File: config.mk
export PLATFORM = sky130hd
export DESIGN_NAME = dmem_responder
export DESIGN_NICKNAME = d
export VERILOG_FILES = /design/src/rtl/dmem_pkg.sv /design/src/rtl/dmem_array.sv /design/src/rtl/dmem_responder.sv
export SDC_FILE = /design/constraint.sdc
export NUM_CORES = 2
export LEC_CHECK = 0
export BUFFER_PORTS_ARGS = -buffer_cell sky130_fd_sc_hd__buf_2
export CORE_ASPECT_RATIO = 1.25
export CORE_MARGIN = 3
export CORE_UTILIZATION = 59
export CTS_BUF_LIST = sky130_fd_sc_hd__clkbuf_8 sky130_fd_sc_hd__clkbuf_16
export DETAILED_ROUTE_END_ITERATION = 7
export PLACE_DENSITY_LB_ADDON = 0.25
export SLEW_MARGIN = 40
export SYNTH_ARGS = -nofsm -noshare
export SYNTH_HDL_FRONTEND = slang
export SYNTH_HIERARCHICAL = 1
export SYNTH_SLANG_ARGS = --single-unit
File: constraint.sdc
create_clock -name clk -period 6.9 [get_ports clk]
set_input_delay 0.345 -clock clk [delete_from_list [all_inputs] [get_ports clk]]
set_output_delay 0.345 -clock clk [all_outputs]
set_load 0.005 [all_outputs]
File: src/rtl/dmem_pkg.sv
// Shared types and constants for the data-memory responder.
// The MMIO decode helper lives here so that other blocks decode the window the same way.
package dmem_pkg;

  typedef enum logic [1:0] {
    IDLE = 2'd0,
    BUSY = 2'd1,
    DONE = 2'd2
  } state_t;

  localparam logic [31:0] CYCLE_OFS = 32'd0;
  localparam logic [31:0] DBG_OFS   = 32'd4;

  function automatic logic is_mmio(input logic [31:0] addr, input logic [31:0] base);
    return addr >= base;
  endfunction

endpackage

File: src/rtl/dmem_array.sv
// Word-wide backing store: the write is synchronous and the read is asynchronous.
// There is a single index, shared by the read path and the write path.
module dmem_array #(
  parameter int unsigned DEPTH = 64
) (
  input  logic                     clk,
  input  logic                     we,
  input  logic [$clog2(DEPTH)-1:0] idx,
  input  logic [31:0]              wd,
  output logic [31:0]              rd
);

  logic [31:0] mem_q [DEPTH];

  always_ff @(posedge clk) begin
    if (we) begin
      mem_q[idx] <= wd;
    end
  end

  assign rd = mem_q[idx];

endmodule

File: src/rtl/dmem_responder.sv
// Data-port responder for the core's M stage. It wraps the word array with a configurable
// latency and a stall handshake, and it adds a small MMIO window (cycle counter, debug register).
module dmem_responder
  import dmem_pkg::*;
#(
  parameter int unsigned DEPTH     = 64,
  parameter int unsigned LATENCY   = 2,
  parameter logic [31:0] MMIO_BASE = 32'hFFFF_0000
) (
  input  logic        clk,
  input  logic        reset,
  input  logic        req_valid,
  input  logic        req_write,
  input  logic [31:0] req_addr,
  input  logic [31:0] req_wdata,
  output logic [31:0] rdata,
  output logic        stall,
  output logic        misalign_err,
  output logic [31:0] dbg_out
);

  localparam int unsigned   AW       = $clog2(DEPTH);
  localparam int unsigned   CW       = (LATENCY > 1) ? $clog2(LATENCY) : 1;
  localparam logic [CW-1:0] CNT_LOAD = CW'((LATENCY > 0) ? LATENCY - 1 : 0);

  state_t        state_q, state_d;
  logic [CW-1:0] cnt_q, cnt_d;
  logic          wr_q, wr_d;
  logic [31:0]   addr_q, addr_d;
  logic [31:0]   wdata_q, wdata_d;
  logic [31:0]   cyc_q, cyc_d;
  logic [31:0]   dbg_q, dbg_d;
  logic [31:0]   rdata_q, rdata_d;
  logic          err_q, err_d;

  logic          accept;
  logic          fsm_done;
  logic          acc_fire;
  logic          acc_write;
  logic [31:0]   acc_addr;
  logic [31:0]   acc_wdata;
  logic          req_seen;
  logic          acc_misal;
  logic          acc_mmio;
  logic [31:0]   acc_ofs;
  logic [31:0]   arr_rd;
  logic [31:0]   rd_val;
  logic          arr_we;

  // State register
  always_ff @(posedge clk) begin
    if (reset) begin
      state_q <= IDLE;
    end else begin
      state_q <= state_d;
    end
  end

  // Next-state logic
  always_comb begin
    state_d = state_q;
    if (LATENCY == 0) begin
      state_d = IDLE;
    end else begin
      case (state_q)
        IDLE:    if (req_valid) state_d = (LATENCY > 1) ? BUSY : DONE;
        BUSY:    if (cnt_q == CW'(1)) state_d = DONE;
        DONE:    state_d = IDLE;
        default: state_d = IDLE;
      endcase
    end
  end

  // FSM outputs. DONE never accepts, so a request still held high in DONE is not taken twice.
  always_comb begin
    stall    = 1'b0;
    accept   = 1'b0;
    fsm_done = 1'b0;
    if (LATENCY != 0) begin
      case (state_q)
        IDLE: begin
          stall  = req_valid;
          accept = req_valid;
        end
        BUSY:    stall = 1'b1;
        DONE:    fsm_done = 1'b1;
        default: stall = 1'b0;
      endcase
    end
  end

  // Choose the active access: the live request when LATENCY is zero, otherwise the latched copy.
  generate
    if (LATENCY == 0) begin : g_zero_lat
      assign acc_fire  = req_valid;
      assign acc_write = req_write;
      assign acc_addr  = req_addr;
      assign acc_wdata = req_wdata;
      assign req_seen  = req_valid;
    end else begin : g_multi_lat
      assign acc_fire  = fsm_done;
      assign acc_write = wr_q;
      assign acc_addr  = addr_q;
      assign acc_wdata = wdata_q;
      assign req_seen  = accept;
    end
  endgenerate

  assign acc_misal = |acc_addr[1:0];
  assign acc_mmio  = is_mmio(acc_addr, MMIO_BASE);
  assign acc_ofs   = acc_addr - MMIO_BASE;

  // The latched request copy and the latency down-counter
  always_comb begin
    cnt_d   = cnt_q;
    wr_d    = wr_q;
    addr_d  = addr_q;
    wdata_d = wdata_q;
    if (accept) begin
      cnt_d   = CNT_LOAD;
      wr_d    = req_write;
      addr_d  = req_addr;
      wdata_d = req_wdata;
    end else if (state_q == BUSY) begin
      cnt_d = cnt_q - CW'(1);
    end
  end

  // A misaligned access is checked before the address decode, so it reads 0 whether it targets MMIO or the array.
  always_comb begin
    rd_val = 32'd0;
    if (!acc_misal) begin
      if (acc_mmio) begin
        if (acc_ofs == CYCLE_OFS) begin
          rd_val = cyc_q;
        end else if (acc_ofs == DBG_OFS) begin
          rd_val = dbg_q;
        end
      end else begin
        rd_val = arr_rd;
      end
    end
  end

  always_comb begin
    cyc_d   = cyc_q + 32'd1;
    err_d   = err_q | (req_seen & (|req_addr[1:0]));
    dbg_d   = dbg_q;
    rdata_d = rdata_q;
    if (acc_fire) begin
      rdata_d = rd_val;
      if (acc_write && !acc_misal && acc_mmio && (acc_ofs == DBG_OFS)) begin
        dbg_d = acc_wdata;
      end
    end
  end

  assign arr_we = acc_fire & acc_write & ~acc_misal & ~acc_mmio & ~reset;

  always_ff @(posedge clk) begin
    if (reset) begin
      cnt_q   <= '0;
      wr_q    <= 1'b0;
      addr_q  <= '0;
      wdata_q <= '0;
      cyc_q   <= '0;
      dbg_q   <= '0;
      rdata_q <= '0;
      err_q   <= 1'b0;
    end else begin
      cnt_q   <= cnt_d;
      wr_q    <= wr_d;
      addr_q  <= addr_d;
      wdata_q <= wdata_d;
      cyc_q   <= cyc_d;
      dbg_q   <= dbg_d;
      rdata_q <= rdata_d;
      err_q   <= err_d;
    end
  end

  dmem_array #(
    .DEPTH(DEPTH)
  ) u_array (
    .clk(clk),
    .we (arr_we),
    .idx(acc_addr[AW+1:2]),
    .wd (acc_wdata),
    .rd (arr_rd)
  );

  assign rdata        = acc_fire ? rd_val : rdata_q;
  assign misalign_err = err_q;
  assign dbg_out      = dbg_q;

endmodule

* Word level (Yosys, flattened, before mapping)
Memories as Yosys holds them, arrays and structs flattened. A register that Yosys moved wholly into a read port is not among the register bits. Index checks and enable logic that the tools add are counted. Widths: inputs -> output; s select.
Storage, ports and cells: output and inout port bits 66, bits in registers 165, bits in writable memories 2048, memories 1
Operators by class: reductions and logical operators 11, bitwise logic cells 9, multiplexer cells 17, add/subtract/negate cells 3, equal/unequal tests 5, order comparisons 1
Memories:
- u_array.mem_q | depth 64, bits a word 32, rd ports 1, clocked after memory_dff 1, write ports 1, RTL line dmem_array.sv:13 | logic [31:0] mem_q [DEPTH];
Operator list (number):
- $mux 32 | 5
- $add 32x1->32 const B | 1
- $eq 32x3->1 const B | 1
- $ge 32x32->1 const B | 1
- $logic_not 32->1 | 1
- $sub 32x32->32 const B | 1
- $mux 6 | 2
- $mux 1 | 6
- $and 1x1->1 | 5
- $mux 2 | 2
- $ne 2x2->1 const B | 2
- $pmux 2 s2 | 1
- $reduce_and 2->1 | 2
- $reduce_or 2->1 | 2
- $logic_and 1x1->1 | 3
- $not 1->1 | 3
- $eq 2x1->1 const B | 1
- $eq 2x2->1 const B | 1
- $logic_not 2->1 | 1
- $pmux 1 s2 | 1
- $reduce_bool 2->1 | 1
- $logic_not 1->1 | 1
- $or 1x1->1 | 1
- $sub 1x1->1 const B | 1

* Depth between registers and ports, before layout
depth in word-level cells 8, mapped depth 15, depth with buffers taken out 8

* By module
Netlist, hierarchy kept.
Modules (own cells, without submodules):
- dmem_array | times used 1, area each 78287.6 um2, cells each 4207
- dmem_responder | times used 1, area each 7649.8 um2, cells each 887

* Least setup slack after synthesis
No wires, ideal clock.
path type flip-flop to flip-flop, from register state_q[1], to memory u_array.mem_q[11][0], enable pin, setup time 421 ps, slack 3012 ps, stages on the path, launching flop included 9, arrival time 3467 ps, required time 6479 ps, path through dfxtp_1 nor4b_2 inv_1 nor3b_2 buf_2 and2_1 nor2b_1 nand2_1 nor2_1
On the way: word-level cells in the longest chain between the ends 8
Ends and longest elaborated chain:
- start, declared | RTL line dmem_responder.sv:26 | state_t state_q, state_d;
- start signal, assigned | RTL line dmem_responder.sv:55 | state_q <= state_d;
- $eq 2x2->1 | RTL line dmem_responder.sv:80 | case (state_q)
- $mux 1 | RTL line dmem_responder.sv:80
- $and 1x1->1 (4 in a row) | RTL line dmem_responder.sv:158 | assign arr_we = acc_fire & acc_write & ~acc_misal & ~acc_mmio & ~reset;
- named net arr_we | RTL line dmem_responder.sv:48 | logic arr_we;
- $mux 1 | RTL line dmem_array.sv:16 | if (we) begin
- $mux 1 (not written as such) | RTL line dmem_array.sv:17 | mem_q[idx] <= wd;
- end, declared | RTL line dmem_array.sv:13
The timed path passes the listed nets, and every way through them passes these cells.

* Worst setup path after layout
from register addr_q[4], in the netlist acc_addr[4], to output port rdata[12]
On the way: word-level cells in the longest chain between the ends 7, elaborated cells on any way between the ends 9, classes of those cells 1 x add/sub; 1 x order compare; 1 x eq/ne; 5 x mux; 1 x reduce/logical
Ends and longest elaborated chain:
- start, declared | RTL line dmem_responder.sv:29 | logic [31:0] addr_q, addr_d;
- start signal, assigned | RTL line dmem_responder.sv:173 | addr_q <= addr_d;
- $sub 32x32->32 | RTL line dmem_responder.sv:111 | assign acc_ofs = acc_addr - MMIO_BASE;
- $eq 32x3->1 | RTL line dmem_responder.sv:136 | end else if (acc_ofs == DBG_OFS) begin
- $mux 32 | RTL line dmem_responder.sv:136
- $mux 32 | RTL line dmem_responder.sv:134 | if (acc_ofs == CYCLE_OFS) begin
- $mux 32 * | RTL line dmem_responder.sv:133 | if (acc_mmio) begin
- $mux 32 * | RTL line dmem_responder.sv:132 | if (!acc_misal) begin
- $mux 32 *
- end, declared | RTL line dmem_responder.sv:16 | output logic [31:0] rdata,
Every way passes the cells marked *; elsewhere a longest branch is shown, timed or not.

==> run metrics <==
Clock power frac around two fifths; endpoints failing setup 0; Final Max Tran Viols 0; Post-Syn Nets approximately 5200; Power per Cell Area roughly 280 mW/mm^2; Worst Clk Skew 19.89 ps; post-synth cell types 66; share of the yosys chip area belonging to registers roughly three quarters; die footprint between 0.15 and 0.2 mm^2; post-synth top area share 71.56%; DRT Pass-1 Iters 7; Placement Setup Slack 2082 ps; mean post-synth cell area between 15 and 20 um^2; Worst-path clk slew 70 ps; Synth Flop Type edfxtp_1; Pleak about 31 nW; Clock Root Buffer clkbuf_16; crit end category output pin; layout cells sized above 1 a little under a fifth; worst hold margin 56.27 ps; Die Ht 432.7 um; Async SR Flop Fraction 0%; yosys warns 6; hold crit path type in2reg; CTS tree built; gr usage total ~34%; Initial Utilization 59.80%; Worst Setup Start Kind flip-flop; status complete, no violations; hold_sp reset; setup TNS after final layout 0 ps; worst reg2reg startpoint state_q[1]; Tcrit/Tclk final 84.57%; clk_lat worst skew ~840 ps; cell count after synthesis about 5100; Synth Register Bits 2213; core area roughly 0.14 mm^2; largest net degree at the start of global routing around 140; largest cells by area after synthesis edfxtp_1, dfxtp_1, mux2i_1; Fin. Hold Viols 0; Worst Hold Endpoint cyc_q[0]; antenna violations before repair 19; vias post-DR 51977; most frequent cells in the layout edfxtp_1, mux2i_1, a21oi_1, clkbuf_16, a22oi_1; CTS H-tree depth 4; reg-to-reg endpoint u_array/mem_q[26][15]; Max Fclk 171.4 MHz; CTS Buffer Depth 3; vias in the first global route approximately 50000; first-pass GRT wire length between 300 and 400 mm; antenna-violating nets left 0; die width roughly 350 um; Final HPWL DP ~150 mm; Multi-input gate area around 0.020 mm^2; Switch Pwr 6.336 mW; synthesized area between 0.08 and 0.09 mm^2; Slew headroom between 30 and 40%; Port Buffer Count 133; FP Rows approximately 160; Post-CTS Setup Bufs 0; WL final ~250 mm; grt ovf 0; sequential share of power about 54%; TritonCTS Buffers 199; Slew @ Worst Pin about 1000 ps; power share of the combinational group 7.2%; Period minus WS final about 5800 ps; EDFF count, synth between 2000 and 2500; RSZ-0062 raised after global routing false; R2R setup slack around 2200 ps; switch share between 20% and 30%; maximum fanout along the worst path 86; # DRC 0; FF+latch area 0.06486 mm^2; critical path type reg2out; Hold Crit Depth 2; Starting DRT DRC Count 7466; Max-Cap Viols 0; # nets final about 5400; crit path DAT about 5500 ps; peak supply drop between 0.2 and 0.3 mV; commonest non-fill, non-tap cell in the layout edfxtp_1; r2r worst-path depth 10; fin worst setup slack about 1100 ps; data required time of the critical path 6550 ps; # IOs 134; gpl congestion 0.9567; leading area contributor after synthesis edfxtp_1; WL/cell 34.00 um; Via-to-Cell Ratio about 7; area delta synth->final 13.12%; Filler cells about 9200; Pint between 20 and 25 mW; CTS sink cnt between 2000 and 2500
how the worst max path moves through the flow:
stage / from / to / slack, ps
floorplan: state_q[1] / u_array/mem_q[11][0] / 3010
global placement: acc_addr[4] / rdata[24] / 1800
detailed placement: acc_addr[4] / rdata[19] / 2080
CTS: acc_addr[4] / rdata[19] / 1180
global route: acc_addr[2] / rdata[5] / 1060
finish: acc_addr[4] / rdata[12] / 1060
layer usage:
layer,up-vias,track usage (%),routed length [um],share of wire [%]
met5,-,0,22,0.0087
met4,4,23.33,20300,8.0
met3,765,8.085,28900,11
met2,3697,50.43,114100,45
met1,26303,43.63,88990,35
li1,21208,-,-,-
synthesized netlist by cell type (16+ instances only):
cell type	n
a211oi_1	18
a21oi_1	200
a221o_1	79
a221oi_1	175
a222oi_1	16
a22o_1	66
a22oi_1	188
a31oi_1	43
and2_1	40
and3_1	120
buf_1	37
buf_2	91
clkbuf_1	225
dfxtp_1	165
edfxtp_1	2048
mux2_2	154
mux2i_1	323
mux4_2	96
nand2_1	168
nand2b_1	85
nand3_1	63
nand4_1	16
nor2_1	202
nor3_1	29
nor4_1	19
o21ai_0	92
o22a_1	70
o22ai_1	93
or4_1	24
flip-flops by register name, summed over array words and instances (netlist names):
register / flops
u_array/mem_q: 2048
acc_addr: 32
acc_wdata: 32
cyc_q: 32
dbg_out: 32
rdata_q: 32
state_q: 2
acc_write: 1
cnt_q: 1
misalign_err: 1
stage by stage:
step / cell area, um^2 / utilization (%) / std cells / power, mW
after global routing: 97160 / 67.61 / 7399 / 28.18
after global placement: 89690 / 62.42 / 6945 / 16.90
after detailed placement: 90010 / 62.63 / 6955 / 16.95
after floorplan: 85940 / - / 5094 / 16.08
after CTS: 97010 / 67.50 / 7393 / 27.54
final: 97210 / 67.65 / 7421 / 27.52
critical path, cell delays in order, from the launching register on:
cell	delay (ps)
dfxtp_4	590
buf_4	390
nor2b_4	270
buf_12	260
a221o_1	470
o21ai_0	140
nand3_1	340
a2111oi_0	800
buf_4	310
nand3_1	180
and3_1	250
a221o_1	300
buf_2	140
what timing repair did:
item,4_1_cts,5_1_grt
resized for setup,0,0
hold buffers,66,0
hold endpoints to repair,68,0
power by group through the flow:
| stage | sequential [mW] | clock [mW] | combinational (mW) |
|---|---|---|---|
| 2_1_floorplan | 15.1 | 0 | 0.946 |
| 3_3_place_gp | 15.1 | 0 | 1.83 |
| 3_5_place_dp | 15.1 | 0 | 1.89 |
| 4_1_cts | 14.8 | 10.8 | 1.93 |
| 5_1_grt | 14.8 | 11.4 | 2.05 |
| 6_report | 14.8 | 10.7 | 1.99 |
logic make-up after synthesis:
kind of cell / after synthesis / share of synthesized area [%]
AOI/OAI and AO/OA: 1092 / 9.277
xor gates and xnor gates: 10 / 0.1019
adders and majority gates: 1 / 0.01456
buffers and inverters: 381 / 1.945
DFF: 2213 / 75.41
muxes: 573 / 8.296
and+or+nand+nor: 824 / 4.959
area by class of cell:
cell class	count	area share (%)
inverter	9	0.04247
sequential	2213	66.72
clock inverter	170	1.344
antenna	23	0.05921
multi-input combinational	2500	20.79
timing repair buffer	420	3.447
clock buffer	202	5.177
tap	1884	2.425
Note: power is estimated with default switching activity, not from simulation.
